### src/rtl/pipe_ctrl_unit.sv
// pipe_ctrl_unit: RV32I pipelined control path (D decode, D/E, E/M, M/W control registers, hazards, APB bus wait).
// Latency: decode is combinational in D; each control reaches E/M/W 1/2/3 cycles after D.
// Backpressure: load-use stalls F/D and bubbles E; an APB transfer stuck in M freezes F..M until PREADY or timeout.
// Ports: clk/rst (sync, active-high); opcode_d/funct_d decode inputs; cond_true_e branch result;
//   load_use_hz from the hazard unit; bus_ready = PREADY; *_e/*_m/*_w registered stage controls;
//   imm_src_d combinational; stall_f/stall_d/flush_d/flush_e/pc_src_e hazard outputs; bus_stall/bus_timeout.
// ALU control codes: ADD=0 SUB=1 AND=2 OR=3 XOR=4 SLT=5 SLTU=6 SLL=7 SRL=8 SRA=9.
module pipe_ctrl_unit #(
  parameter int HAS_BUS_FSM = 1,
  parameter int TIMEOUT     = 16,
  parameter int CNT_W       = 5
) (
  input  logic       clk,
  input  logic       rst,
  input  logic [6:0] opcode_d,
  input  logic [4:0] funct_d,
  input  logic       cond_true_e,
  input  logic       load_use_hz,
  input  logic       bus_ready,
  output logic [2:0] imm_src_d,
  output logic [3:0] alu_control_e,
  output logic       alu_src_e,
  output logic       lui_en_e,
  output logic       pc_src_e,
  output logic       mem_write_m,
  output logic [1:0] mem_strobe_m,
  output logic       trans_en_m,
  output logic       store_done_m,
  output logic       reg_write_m,
  output logic       reg_write_w,
  output logic [1:0] result_src_w,
  output logic       stall_f,
  output logic       stall_d,
  output logic       flush_d,
  output logic       flush_e,
  output logic       bus_stall,
  output logic       bus_timeout
);

  localparam logic [6:0] OP_LOAD  = 7'b0000011;
  localparam logic [6:0] OP_STORE = 7'b0100011;
  localparam logic [6:0] OP_R     = 7'b0110011;
  localparam logic [6:0] OP_I     = 7'b0010011;
  localparam logic [6:0] OP_BR    = 7'b1100011;
  localparam logic [6:0] OP_JAL   = 7'b1101111;
  localparam logic [6:0] OP_JALR  = 7'b1100111;
  localparam logic [6:0] OP_LUI   = 7'b0110111;

  typedef struct packed {
    logic       reg_write;
    logic [1:0] result_src;
    logic       mem_write;
    logic [1:0] mem_strobe;
    logic       trans_en;
    logic       store_done;
    logic       jump;
    logic       branch;
    logic [3:0] alu_control;
    logic       alu_src;
    logic       lui_en;
  } de_t;

  typedef struct packed {
    logic       reg_write;
    logic [1:0] result_src;
    logic       mem_write;
    logic [1:0] mem_strobe;
    logic       trans_en;
    logic       store_done;
  } em_t;

  typedef struct packed {
    logic       reg_write;
    logic [1:0] result_src;
  } mw_t;

  typedef enum logic {BUS_IDLE = 1'b0, BUS_WAIT = 1'b1} bus_state_t;

  de_t              dec_c, de_d, de_q;
  em_t              em_d, em_q;
  mw_t              mw_d, mw_q;
  bus_state_t       state_d, state_q;
  logic [CNT_W-1:0] cnt_d, cnt_q;
  logic             timeout_d, timeout_q;
  logic [1:0]       alu_op_c;
  logic [2:0]       imm_src_c;
  logic             bus_stall_c, give_up_c, freeze_c, pc_src_c, flush_e_c;

  // Main decoder followed by ALU decoder, both purely combinational in D.
  always_comb begin
    dec_c     = '0;
    alu_op_c  = 2'b00;
    imm_src_c = 3'b000;
    case (opcode_d)
      OP_LOAD: begin
        dec_c.reg_write = 1'b1;  dec_c.result_src = 2'b01; dec_c.alu_src = 1'b1;
        dec_c.trans_en  = 1'b1;  dec_c.mem_strobe = funct_d[1:0];
      end
      OP_STORE: begin
        dec_c.mem_write  = 1'b1; dec_c.alu_src    = 1'b1; dec_c.trans_en = 1'b1;
        dec_c.store_done = 1'b1; dec_c.mem_strobe = funct_d[1:0];
        imm_src_c = 3'b001;
      end
      OP_R: begin
        dec_c.reg_write = 1'b1; alu_op_c = 2'b10;
      end
      OP_I: begin
        dec_c.reg_write = 1'b1; dec_c.alu_src = 1'b1; alu_op_c = 2'b10;
      end
      OP_BR: begin
        dec_c.branch = 1'b1; alu_op_c = 2'b01; imm_src_c = 3'b010;
      end
      OP_JAL: begin
        dec_c.reg_write = 1'b1; dec_c.result_src = 2'b10; dec_c.jump = 1'b1;
        imm_src_c = 3'b011;
      end
      OP_JALR: begin
        dec_c.reg_write = 1'b1; dec_c.result_src = 2'b10; dec_c.jump = 1'b1;
        dec_c.alu_src   = 1'b1;
      end
      OP_LUI: begin
        dec_c.reg_write = 1'b1; dec_c.alu_src = 1'b1; dec_c.lui_en = 1'b1;
        imm_src_c = 3'b100;
      end
      default: ;
    endcase

    case (alu_op_c)
      2'b00:   dec_c.alu_control = 4'd0;
      2'b01:   dec_c.alu_control = 4'd1;
      default: begin
        case (funct_d[2:0])
          // SUB only for R-type (opcode[5]=1); in I-type funct7[5] is an immediate bit.
          3'b000:  dec_c.alu_control = (funct_d[4] & funct_d[3]) ? 4'd1 : 4'd0;
          3'b001:  dec_c.alu_control = 4'd7;
          3'b010:  dec_c.alu_control = 4'd5;
          3'b011:  dec_c.alu_control = 4'd6;
          3'b100:  dec_c.alu_control = 4'd4;
          3'b101:  dec_c.alu_control = funct_d[4] ? 4'd9 : 4'd8;
          3'b110:  dec_c.alu_control = 4'd3;
          default: dec_c.alu_control = 4'd2;
        endcase
      end
    endcase
  end

  // Bus FSM: state register.
  always_ff @(posedge clk) begin
    if (rst) begin
      state_q   <= BUS_IDLE;
      cnt_q     <= '0;
      timeout_q <= 1'b0;
    end else begin
      state_q   <= state_d;
      cnt_q     <= cnt_d;
      timeout_q <= timeout_d;
    end
  end

  // Bus FSM: next state.
  always_comb begin
    state_d   = state_q;
    cnt_d     = cnt_q;
    timeout_d = timeout_q;
    if (HAS_BUS_FSM != 0) begin
      case (state_q)
        BUS_IDLE: begin
          if (em_q.trans_en && !bus_ready) begin
            state_d = BUS_WAIT;
            cnt_d   = CNT_W'(1);
          end
        end
        default: begin
          if (bus_ready || give_up_c) begin
            state_d = BUS_IDLE;
            cnt_d   = '0;
            if (!bus_ready) timeout_d = 1'b1;
          end else begin
            cnt_d = cnt_q + CNT_W'(1);
          end
        end
      endcase
    end else begin
      state_d   = BUS_IDLE;
      cnt_d     = '0;
      timeout_d = 1'b0;
    end
  end

  // Bus FSM: outputs. The stall drops in the same cycle PREADY is seen, so a
  // completing transfer moves on at that edge.
  always_comb begin
    bus_stall_c = 1'b0;
    give_up_c   = 1'b0;
    if (HAS_BUS_FSM != 0) begin
      bus_stall_c = ~bus_ready & ((state_q == BUS_WAIT) |
                                  ((state_q == BUS_IDLE) & em_q.trans_en));
      give_up_c   = (state_q == BUS_WAIT) & ~bus_ready & (cnt_q == CNT_W'(TIMEOUT));
    end
  end

  // Hazard resolution and next values of the stage registers. On the timeout
  // cycle bus_stall is still reported, but the pipeline advances so the
  // abandoned load leaves M with its register write squashed.
  always_comb begin
    freeze_c  = bus_stall_c & ~give_up_c;
    pc_src_c  = ~freeze_c & (de_q.jump | (de_q.branch & cond_true_e));
    flush_e_c = ~freeze_c & (pc_src_c | load_use_hz);

    de_d = dec_c;
    if (freeze_c)       de_d = de_q;
    else if (flush_e_c) de_d = '0;

    em_d.reg_write  = de_q.reg_write;
    em_d.result_src = de_q.result_src;
    em_d.mem_write  = de_q.mem_write;
    em_d.mem_strobe = de_q.mem_strobe;
    em_d.trans_en   = de_q.trans_en;
    em_d.store_done = de_q.store_done;
    if (freeze_c) em_d = em_q;

    mw_d.reg_write  = em_q.reg_write & ~give_up_c;
    mw_d.result_src = em_q.result_src;
    if (freeze_c) mw_d = '0;
  end

  always_ff @(posedge clk) begin
    if (rst) begin
      de_q <= '0;
      em_q <= '0;
      mw_q <= '0;
    end else begin
      de_q <= de_d;
      em_q <= em_d;
      mw_q <= mw_d;
    end
  end

  assign imm_src_d     = imm_src_c;
  assign alu_control_e = de_q.alu_control;
  assign alu_src_e     = de_q.alu_src;
  assign lui_en_e      = de_q.lui_en;
  assign pc_src_e      = pc_src_c;
  assign mem_write_m   = em_q.mem_write;
  assign mem_strobe_m  = em_q.mem_strobe;
  assign trans_en_m    = em_q.trans_en;
  assign store_done_m  = em_q.store_done;
  assign reg_write_m   = em_q.reg_write;
  assign reg_write_w   = mw_q.reg_write;
  assign result_src_w  = mw_q.result_src;
  assign stall_f       = freeze_c | load_use_hz;
  assign stall_d       = freeze_c | load_use_hz;
  assign flush_d       = pc_src_c;
  assign flush_e       = flush_e_c;
  assign bus_stall     = bus_stall_c;
  assign bus_timeout   = (HAS_BUS_FSM != 0) ? timeout_q : 1'b0;

endmodule

### config.mk
export PLATFORM = sky130hd
export DESIGN_NAME = pipe_ctrl_unit
export DESIGN_NICKNAME = d
export VERILOG_FILES = /design/src/rtl/pipe_ctrl_unit.sv
export SDC_FILE = /design/constraint.sdc
export NUM_CORES = 1
export LEC_CHECK = 0
export CAP_MARGIN = 20
export CORE_ASPECT_RATIO = 2
export CORE_MARGIN = 3
export CORE_UTILIZATION = 40
export DETAILED_ROUTE_END_ITERATION = 8
export PLACE_DENSITY_LB_ADDON = 0.15
export REMOVE_ABC_BUFFERS = 1
export SYNTH_ARGS = -nofsm -noshare
export SYNTH_HDL_FRONTEND = slang
export SYNTH_SLANG_ARGS = --single-unit
### constraint.sdc
create_clock -name clk -period 3.85 [get_ports clk]
set_input_delay 0.385 -clock clk [delete_from_list [all_inputs] [get_ports clk]]
set_output_delay 0.385 -clock clk [all_outputs]
set_load 0.05 [all_outputs]
==> results of run 1 <==
## cells by family after synthesis
family,count (synthesis),synth area share [%]
buffers and inverters,22,8.78
AND/OR/NAND/NOR,64,23.3
adder cells (fa/ha/maj),2,1.64
flip-flops,31,40.7
XOR/XNOR,3,1.72
multiplexers,8,5.34
AO/OA/AOI/OAI,39,18.5
## cell usage in the layout, fill, tap and decap left out, types with 4 or more instances in the layout
master,n
a21oi_1,11
a22oi_1,8
clkbuf_8,6
dfxtp_1,31
inv_1,5
nor3b_1,4
nor2_1,27
nand2_1,10
mux2i_1,7
clkdlybuf4s50_1,41
## cell type report
type | count | area share [%]
multi-input cells | 116 | 38.4
flip-flops and latches | 31 | 31.0
repair buffers | 43 | 22.2
clock buffers | 6 | 4.12
well taps | 49 | 3.06
inverters | 5 | 0.937
clock inverters | 1 | 0.250
## worst reg2reg max path, stage by stage, from the launching register on
cell and delay (ns):
dfxtp_1 0.42, inv_1 0.10, ha_1 0.20, and4bb_4 0.23, a21boi_4 0.30, buf_4 0.35, nor3_2 0.12, a22oi_1 0.16
nor2_1 0.06
## routing by layer
metal  vias to the layer above  part of all wire [%]
met5                         -                     0
met4                         0                   3.5
met3                        10                   4.5
met2                        38                    53
met1                       607                    39
li1                        657                     -
## registers in the layout, summed over array words and instances (netlist names)
name and cells:
de_q 8, cnt_q 5, alu_control_e 4, em_q 2, mem_strobe_m 2, result_src_w 2
alu_src_e 1, bus_timeout 1, lui_en_e 1, mem_write_m 1, reg_write_m 1, reg_write_w 1
state_q 1, trans_en_m 1
## through the flow
stage	worst slack (ns)	utilization, %	hold slack, ns
after floorplan	0.967	-	0.425
after global placement	0.984	51.8	0.439
after detailed placement	0.942	51.8	0.450
after CTS	0.932	54.2	0.459
after global routing	0.851	54.9	0.484
final	0.923	54.9	0.455
## power breakdown
group,switching (mW),total [mW],internal (mW)
sequential,0.000413,0.322,0.321
clock,0.107,0.247,0.140
combinational,0.0348,0.0644,0.0296
## synth_stat cells (3+ instances only)
library cell	number	share of area (%)
nor2_1	27	6.7
dfxtp_1	31	41
nand2b_1	3	1.2
clkbuf_1	4	0.98
nor3b_1	4	2.0
mux2i_1	7	4.6
nand3b_1	3	1.5
inv_1	5	1.2
nand2_1	10	2.5
nor2b_1	3	1.2
a22oi_1	8	3.9
o21ai_0	3	0.98
buf_4	9	4.4
a21oi_1	11	3.6
## path summary, 6_finish.rpt
path	start	end	slack [ns]	depth (start not counted)
worst min register to register	de_q[15]$_SDFFE_PP0N_	de_q[15]$_SDFFE_PP0N_	0.46	2
worst max register to register	cnt_q[0]$_SDFFE_PP0P_	alu_control_e[2]$_SDFFE_PP0N_	1.80	8
worst max-delay path	bus_ready	stall_f	0.92	5
worst min-delay path	de_q[15]$_SDFFE_PP0N_	de_q[15]$_SDFFE_PP0N_	0.46	2
==> impl_metrics.env, run 1 <==
export IMPL_status="complete, no violations"
export IMPL_setup_viol=0
export IMPL_cp_buffers_inverters=2
export IMPL_cts_max_path_buffers=2
export IMPL_ys_flop_type="dfxtp_1"
export IMPL_drc=0
export IMPL_drtIter0Drc=36
export IMPL_cap_violations=0
export IMPL_fmax_mhz=342
export IMPL_dp_hpwl_um=2500
export IMPL_post_cts_buffers=0
export IMPL_drtAntennaViolNets=0
export IMPL_gp_congestion=0.843
export IMPL_cpPeakStageDelay_ns=0.80
export IMPL_grt_pass1_vias=1281
export IMPL_timing_final_crit_share_pct=76.0
export IMPL_grt_use_total_pct=15.6
export IMPL_die_h_um=93.3
export IMPL_route_vias_total=1312
export IMPL_final_area_um2=2000
export IMPL_relSlewSlack_pct=65.8
export IMPL_crit_path_top_delay_cell="clkdlybuf4s50_1"
export IMPL_worstPathMaxFanout=11
export IMPL_grt_antenna_before_repair=0
export IMPL_busiest_layer="met2"
export IMPL_tightest_slew_ns=0.511
export IMPL_cp_cell_sequence="clkdlybuf4s50_1 -> o21ba_2 -> a21boi_4 -> or2_2 -> clkdlybuf4s50_1"
export IMPL_ir_drop_uv=221
export IMPL_rows=31
export IMPL_finalHoldViolCount=0
export IMPL_cts_buffers=5
export IMPL_io_pin_count=42
export IMPL_synth_area_per_cell_um2=9.02
export IMPL_crit_family="buffers and inverters"
export IMPL_start_util_pct=41.8
export IMPL_cts_root_buf="clkbuf_8"
export IMPL_yosys_warnings=0
export IMPL_clock_sinks=31
export IMPL_synth_area_um2=1520
export IMPL_seq_area_um2=621
export IMPL_placed_cell_area_um2=1890
export IMPL_finalPower_mw=0.633
export IMPL_synth_edf_count=0
export IMPL_async_reset_ff_share_pct=0
export IMPL_fp_dieW_um=49.6
export IMPL_core_um2=3650
export IMPL_dieArea_um2=4630
export IMPL_cp_data_arrival_time_ns=2.54
export IMPL_wl_um=3350
export IMPL_cts_resized=0
export IMPL_fin_cells=251
export IMPL_crit_top_cell="clkdlybuf4s50_1"
export IMPL_fillers=351
export IMPL_worstSetupStartpointType="input pin"
export IMPL_placed_cells=243
export IMPL_num_antenna_cells=0
export IMPL_slew_viol_final=0
export IMPL_synth_cell_type_count=45
export IMPL_hold_class="register to register"
export IMPL_power_density_nw_per_um2=316
export IMPL_synth_seq_cells=31
export IMPL_grt_pass1_wl_um=5580
export IMPL_grt_setup_unrepaired="no"
export IMPL_worstSetupPathType="input pin to output pin"
export IMPL_io_buffers=41
export IMPL_clkTransAtPathRegs_ns=0.06
export IMPL_holdBufCountCts=0
export IMPL_drtPass1Iterations=4
export IMPL_use_met2_pct=27.9
export IMPL_critPathCaptureType="output pin"
export IMPL_cp_required_ns=3.46
export IMPL_grtUsageMet3_pct=4.47
export IMPL_min_period_ns=2.93
export IMPL_synth_cells=169
export IMPL_via_per_inst=5.23
export IMPL_nets=221
export IMPL_p_leak_nw=0.676
export IMPL_ys_seq_area_share_pct=40.7
export IMPL_overflow=0
export IMPL_setup_tns_ns=0
export IMPL_grt_start_max_net_pins=32
export IMPL_clock_skew_ns=0.00601
export IMPL_tritoncts="yes"
export IMPL_met1_usage_pct=15.6
export IMPL_insertion_delay_ns=0.27
export IMPL_multi_input_area_um2=769
export IMPL_synthToLayoutAreaGrowth_pct=31.4
export IMPL_wl_per_cell_um=13.3
export IMPL_drive_gt1_share_pct=8.91
export IMPL_htree_levels=2
(Power assumes the default switching activity.)
==> inputs of run 2 (changes only) <==
==> constraint.sdc (replaced) <==
create_clock -name clk -period 2.4 [get_ports clk]
set_input_delay 0.24 -clock clk [delete_from_list [all_inputs] [get_ports clk]]
set_output_delay 0.24 -clock clk [all_outputs]
set_load 0.05 [all_outputs]
==> impl_metrics.env, run 2 (synthesis results as in run 1) <==
export IMPL_insertion_delay_ns=0.28
export IMPL_grt_setup_unrepaired="no"
export IMPL_status="complete, no violations"
export IMPL_drive_gt1_share_pct=15.0
export IMPL_setup_viol=0
export IMPL_cts_root_buf="clkbuf_8"
export IMPL_final_area_um2=2060
export IMPL_use_met2_pct=31.6
export IMPL_grt_antenna_before_repair=0
export IMPL_clock_sinks=31
export IMPL_drc=0
export IMPL_core_um2=3650
export IMPL_wl_per_cell_um=13.7
export IMPL_dp_hpwl_um=2700
export IMPL_cp_cell_sequence="inv_1 -> ha_1 -> and4bb_4 -> a21boi_4 -> or2_2 -> buf_12"
export IMPL_fin_cells=255
export IMPL_hold_class="register to register"
export IMPL_num_antenna_cells=0
export IMPL_worstSetupPathType="register to output pin"
export IMPL_holdBufCountCts=0
export IMPL_finalHoldViolCount=0
export IMPL_grt_pass1_wl_um=5880
export IMPL_placed_cell_area_um2=1950
export IMPL_post_cts_buffers=0
export IMPL_p_leak_nw=0.727
export IMPL_crit_path_top_delay_cell="dfxtp_1"
export IMPL_htree_levels=2
export IMPL_wl_um=3490
export IMPL_rows=31
export IMPL_power_density_nw_per_um2=557
export IMPL_clock_skew_ns=0.00544
export IMPL_drtPass1Iterations=4
export IMPL_cap_violations=0
export IMPL_fp_dieW_um=49.6
export IMPL_die_h_um=93.3
export IMPL_final_util_pct=56.6
export IMPL_start_util_pct=41.8
export IMPL_grt_pass1_vias=1333
export IMPL_fillers=365
export IMPL_cts_max_path_buffers=2
export IMPL_relSlewSlack_pct=66.2
export IMPL_slew_viol_final=0
export IMPL_final_common_cell="clkdlybuf4s50_1"
export IMPL_drtIter0Drc=17
export IMPL_gp_congestion=0.791
export IMPL_grt_start_max_net_pins=32
export IMPL_worstSetupStartpointType="register"
export IMPL_overflow=0
export IMPL_synthToLayoutAreaGrowth_pct=35.4
export IMPL_largest_register_ffs=8
export IMPL_met1_usage_pct=14.8
export IMPL_ir_drop_uv=342
export IMPL_setup_tns_ns=0
export IMPL_largest_register="de_q"
export IMPL_clkTransAtPathRegs_ns=0.07
export IMPL_io_buffers=41
export IMPL_busiest_layer="met2"
export IMPL_drtAntennaViolNets=0
export IMPL_cpPeakStageDelay_ns=0.40
export IMPL_placed_cells=247
export IMPL_route_vias_total=1334
export IMPL_critPathCaptureType="output pin"
export IMPL_cts_buffers=5
export IMPL_timing_final_crit_share_pct=90.5
export IMPL_min_period_ns=2.17
export IMPL_grt_use_total_pct=16.3
export IMPL_fmax_mhz=460
export IMPL_finalPower_mw=1.15
export IMPL_worstPathMaxFanout=13
export IMPL_cp_data_arrival_time_ns=1.93
export IMPL_nets=224
export IMPL_via_per_inst=5.23
export IMPL_dieArea_um2=4630
export IMPL_tightest_slew_ns=0.505
export IMPL_final_cell_mix="clkdlybuf4s50_1, dfxtp_1, nor2_1"
export IMPL_seq_area_um2=621
export IMPL_grtUsageMet3_pct=3.67
export IMPL_tritoncts="yes"
export IMPL_cp_required_ns=2.16
export IMPL_io_pin_count=42
export IMPL_multi_input_area_um2=769
export IMPL_cts_resized=0
==> run 2: changes by cell type in the layout (fill, tap and decap cells not counted) <==
cell             delta
buf_12              +4
buf_16              -1
buf_4               +9
clkdlybuf4s50_1     -9
bufinv_16           +1
==> run 2: area by class of cell <==
class	count	area share (%)
Multi-Input combinational cell	116	37.3
Sequential cell	31	30.1
Timing Repair Buffer	46	23.0
Clock buffer	6	4.00
Tap cell	49	2.97
Clock inverter	2	1.70
Inverter	5	0.910
==> run 2: where the power goes <==
group	leakage, nW	total, mW	switching, mW	internal (mW)
registers	0.250	0.516	0.000658	0.515
clock network	0.0612	0.528	0.193	0.336
logic	0.416	0.106	0.0565	0.0491
==> run 2: routing by layer <==
| layer | routed length [µm] | vias to the layer above |
|---|---|---|
| li1 | - | 664 |
| met4 | 68 | 0 |
| met2 | 1980 | 40 |
| met1 | 1250 | 626 |
| met3 | 180 | 4 |
| met5 | 0 | - |
==> run 2: worst paths after layout <==
| check | startpoint | to | slack (ns) | cells after the start |
|---|---|---|---|---|
| hold reg to reg | de_q[13]$_SDFFE_PP0N_ | de_q[13]$_SDFFE_PP0N_ | 0.46 | 2 |
| hold / removal | de_q[13]$_SDFFE_PP0N_ | de_q[13]$_SDFFE_PP0N_ | 0.46 | 2 |
| setup reg to reg | cnt_q[0]$_SDFFE_PP0P_ | mem_strobe_m[1]$_SDFFE_PP0N_ | 0.46 | 7 |
| setup / recovery | cnt_q[0]$_SDFFE_PP0P_ | stall_d | 0.23 | 6 |
==> run 2: per-stage QoR <==
step / setup slack [ns] / hold slack (ns)
after floorplan: -0.338 / 0.309
after global placement: 0.449 / 0.440
after detailed placement: 0.402 / 0.448
after CTS: 0.193 / 0.455
after global routing: 0.0938 / 0.480
final: 0.227 / 0.455
==> run 2: critical path, delay by kind of cell, from the launching register on <==
family / cells / cell delay, ns
and+or+nand+nor: 2 / 0.47
DFF: 1 / 0.40
AOI/OAI and AO/OA: 1 / 0.34
buffers and inverters: 2 / 0.24
adders and majority gates: 1 / 0.20
==> inputs of run 3 (changes only) <==
--- a/config.mk
+++ b/config.mk
@@ -10,6 +10,7 @@
 export CORE_MARGIN = 3
 export CORE_UTILIZATION = 40
 export DETAILED_ROUTE_END_ITERATION = 8
+export GPL_ROUTABILITY_DRIVEN = 0
 export PLACE_DENSITY_LB_ADDON = 0.15
 export REMOVE_ABC_BUFFERS = 1
 export SYNTH_ARGS = -nofsm -noshare
==> constraint.sdc (replaced) <==
create_clock -name clk -period 2.5 [get_ports clk]
set_input_delay 0.25 -clock clk [delete_from_list [all_inputs] [get_ports clk]]
set_output_delay 0.25 -clock clk [all_outputs]
set_load 0.05 [all_outputs]
==> impl_metrics.env, run 3 (synthesis results as in run 1) <==
export IMPL_worstSetupStartpointType="register"
export IMPL_final_common_cell="clkdlybuf4s50_1"
export IMPL_drtPass1Iterations=4
export IMPL_fillers=363
export IMPL_final_cell_mix="clkdlybuf4s50_1, dfxtp_1, nor2_1"
export IMPL_fin_cells=251
export IMPL_met1_usage_pct=13.4
export IMPL_dp_hpwl_um=2690
export IMPL_fmax_mhz=434
export IMPL_placed_cells=244
export IMPL_worstPathMaxFanout=17
export IMPL_nets=221
export IMPL_setup_viol=0
export IMPL_grt_use_total_pct=16.0
export IMPL_critPathCaptureType="output pin"
export IMPL_power_density_nw_per_um2=492
export IMPL_tritoncts="yes"
export IMPL_timing_final_crit_share_pct=92.2
export IMPL_setup_tns_ns=0
export IMPL_cts_resized=0
export IMPL_start_util_pct=41.8
export IMPL_overflow=0
export IMPL_core_um2=3650
export IMPL_whs_path_depth=2
export IMPL_wl_um=3510
export IMPL_status="complete, no violations"
export IMPL_htree_levels=2
export IMPL_grt_setup_unrepaired="no"
export IMPL_busiest_layer="met2"
export IMPL_cp_required_ns=2.25
export IMPL_dieArea_um2=4630
export IMPL_num_antenna_cells=0
export IMPL_wl_per_cell_um=14.0
export IMPL_worstRegToRegCells=7
export IMPL_die_h_um=93.3
export IMPL_finalHoldViolCount=0
export IMPL_route_vias_total=1331
export IMPL_synthToLayoutAreaGrowth_pct=31.1
export IMPL_worstSetupPathType="register to output pin"
export IMPL_cts_buffers=5
export IMPL_cts_max_path_buffers=2
export IMPL_ir_drop_uv=499
export IMPL_cts_root_buf="clkbuf_8"
export IMPL_drtAntennaViolNets=0
export IMPL_final_util_pct=54.8
export IMPL_largest_register_ffs=8
export IMPL_largest_register="de_q"
export IMPL_grt_pass1_wl_um=5750
export IMPL_tightest_slew_ns=0.515
export IMPL_use_met2_pct=32.1
export IMPL_drc=0
export IMPL_io_pin_count=42
export IMPL_slew_viol_final=0
export IMPL_grt_antenna_before_repair=0
export IMPL_via_per_inst=5.30
export IMPL_finalPower_mw=0.984
export IMPL_cap_violations=0
export IMPL_grt_pass1_vias=1385
export IMPL_cp_data_arrival_time_ns=2.06
export IMPL_grtUsageMet3_pct=4.78
export IMPL_clkTransAtPathRegs_ns=0.06
export IMPL_hold_class="register to register"
export IMPL_clock_skew_ns=0.00113
export IMPL_grt_start_max_net_pins=32
export IMPL_drive_gt1_share_pct=13.4
export IMPL_min_period_ns=2.31
export IMPL_holdBufCountCts=0
export IMPL_drtIter0Drc=24
export IMPL_post_cts_buffers=0
export IMPL_relSlewSlack_pct=65.6
export IMPL_io_buffers=41
export IMPL_p_leak_nw=0.695
export IMPL_fp_dieW_um=49.6
export IMPL_clock_sinks=31
export IMPL_insertion_delay_ns=0.27
export IMPL_rows=31
==> run 3: worst max-delay path: stages, from the launching register on <==
cell,delay [ns]
dfxtp_1,0.40
inv_1,0.08
ha_1,0.19
and4bb_4,0.23
a21boi_4,0.45
or2_2,0.27
buf_12,0.15
==> run 3: layout make-up <==
type	count	area, µm²	share of cell area, %
multi-input combinational	116	769	38.5
sequential	31	621	31.1
timing repair buffer	43	440	22.0
clock buffer	6	82.6	4.13
tap	49	61.3	3.07
inverter	5	18.8	0.939
clock inverter	1	5.00	0.250
==> run 3: metal layers <==
| metal | wire length, µm | vias to the layer above |
|---|---|---|
| li1 | - | 658 |
| met1 | 1260 | 630 |
| met2 | 2020 | 39 |
| met3 | 191 | 4 |
| met4 | 30 | 0 |
| met5 | 0 | - |
==> run 3: worst paths after layout <==
| path | startpoint | endpoint | slack [ns] |
|---|---|---|---|
| worst max-delay path | cnt_q[0]$_SDFFE_PP0P_ | stall_f | 0.19 |
| worst min register to register | de_q[15]$_SDFFE_PP0N_ | de_q[15]$_SDFFE_PP0N_ | 0.45 |
| worst min-delay path | de_q[15]$_SDFFE_PP0N_ | de_q[15]$_SDFFE_PP0N_ | 0.45 |
| worst max register to register | cnt_q[0]$_SDFFE_PP0P_ | mem_strobe_m[1]$_SDFFE_PP0N_ | 0.41 |
==> run 3: stage by stage <==
step                worst slack [ns]  hold WS [ns]  cell area [µm²]
finish                         0.194         0.451             2000
global route                  0.0628         0.486             2000
CTS                            0.167         0.452             2000
detailed placement             0.209         0.445             1910
global placement               0.269         0.439             1910
floorplan                     -0.248         0.319             1410
==> run 3: power by group <==
group	total, mW	internal, mW	leakage (nW)	switching [mW]
Sequential	0.496	0.495	0.250	0.000614
Clock	0.389	0.215	0.0470	0.173
Combinational	0.0999	0.0457	0.398	0.0542
Total	0.984	0.756	0.695	0.228
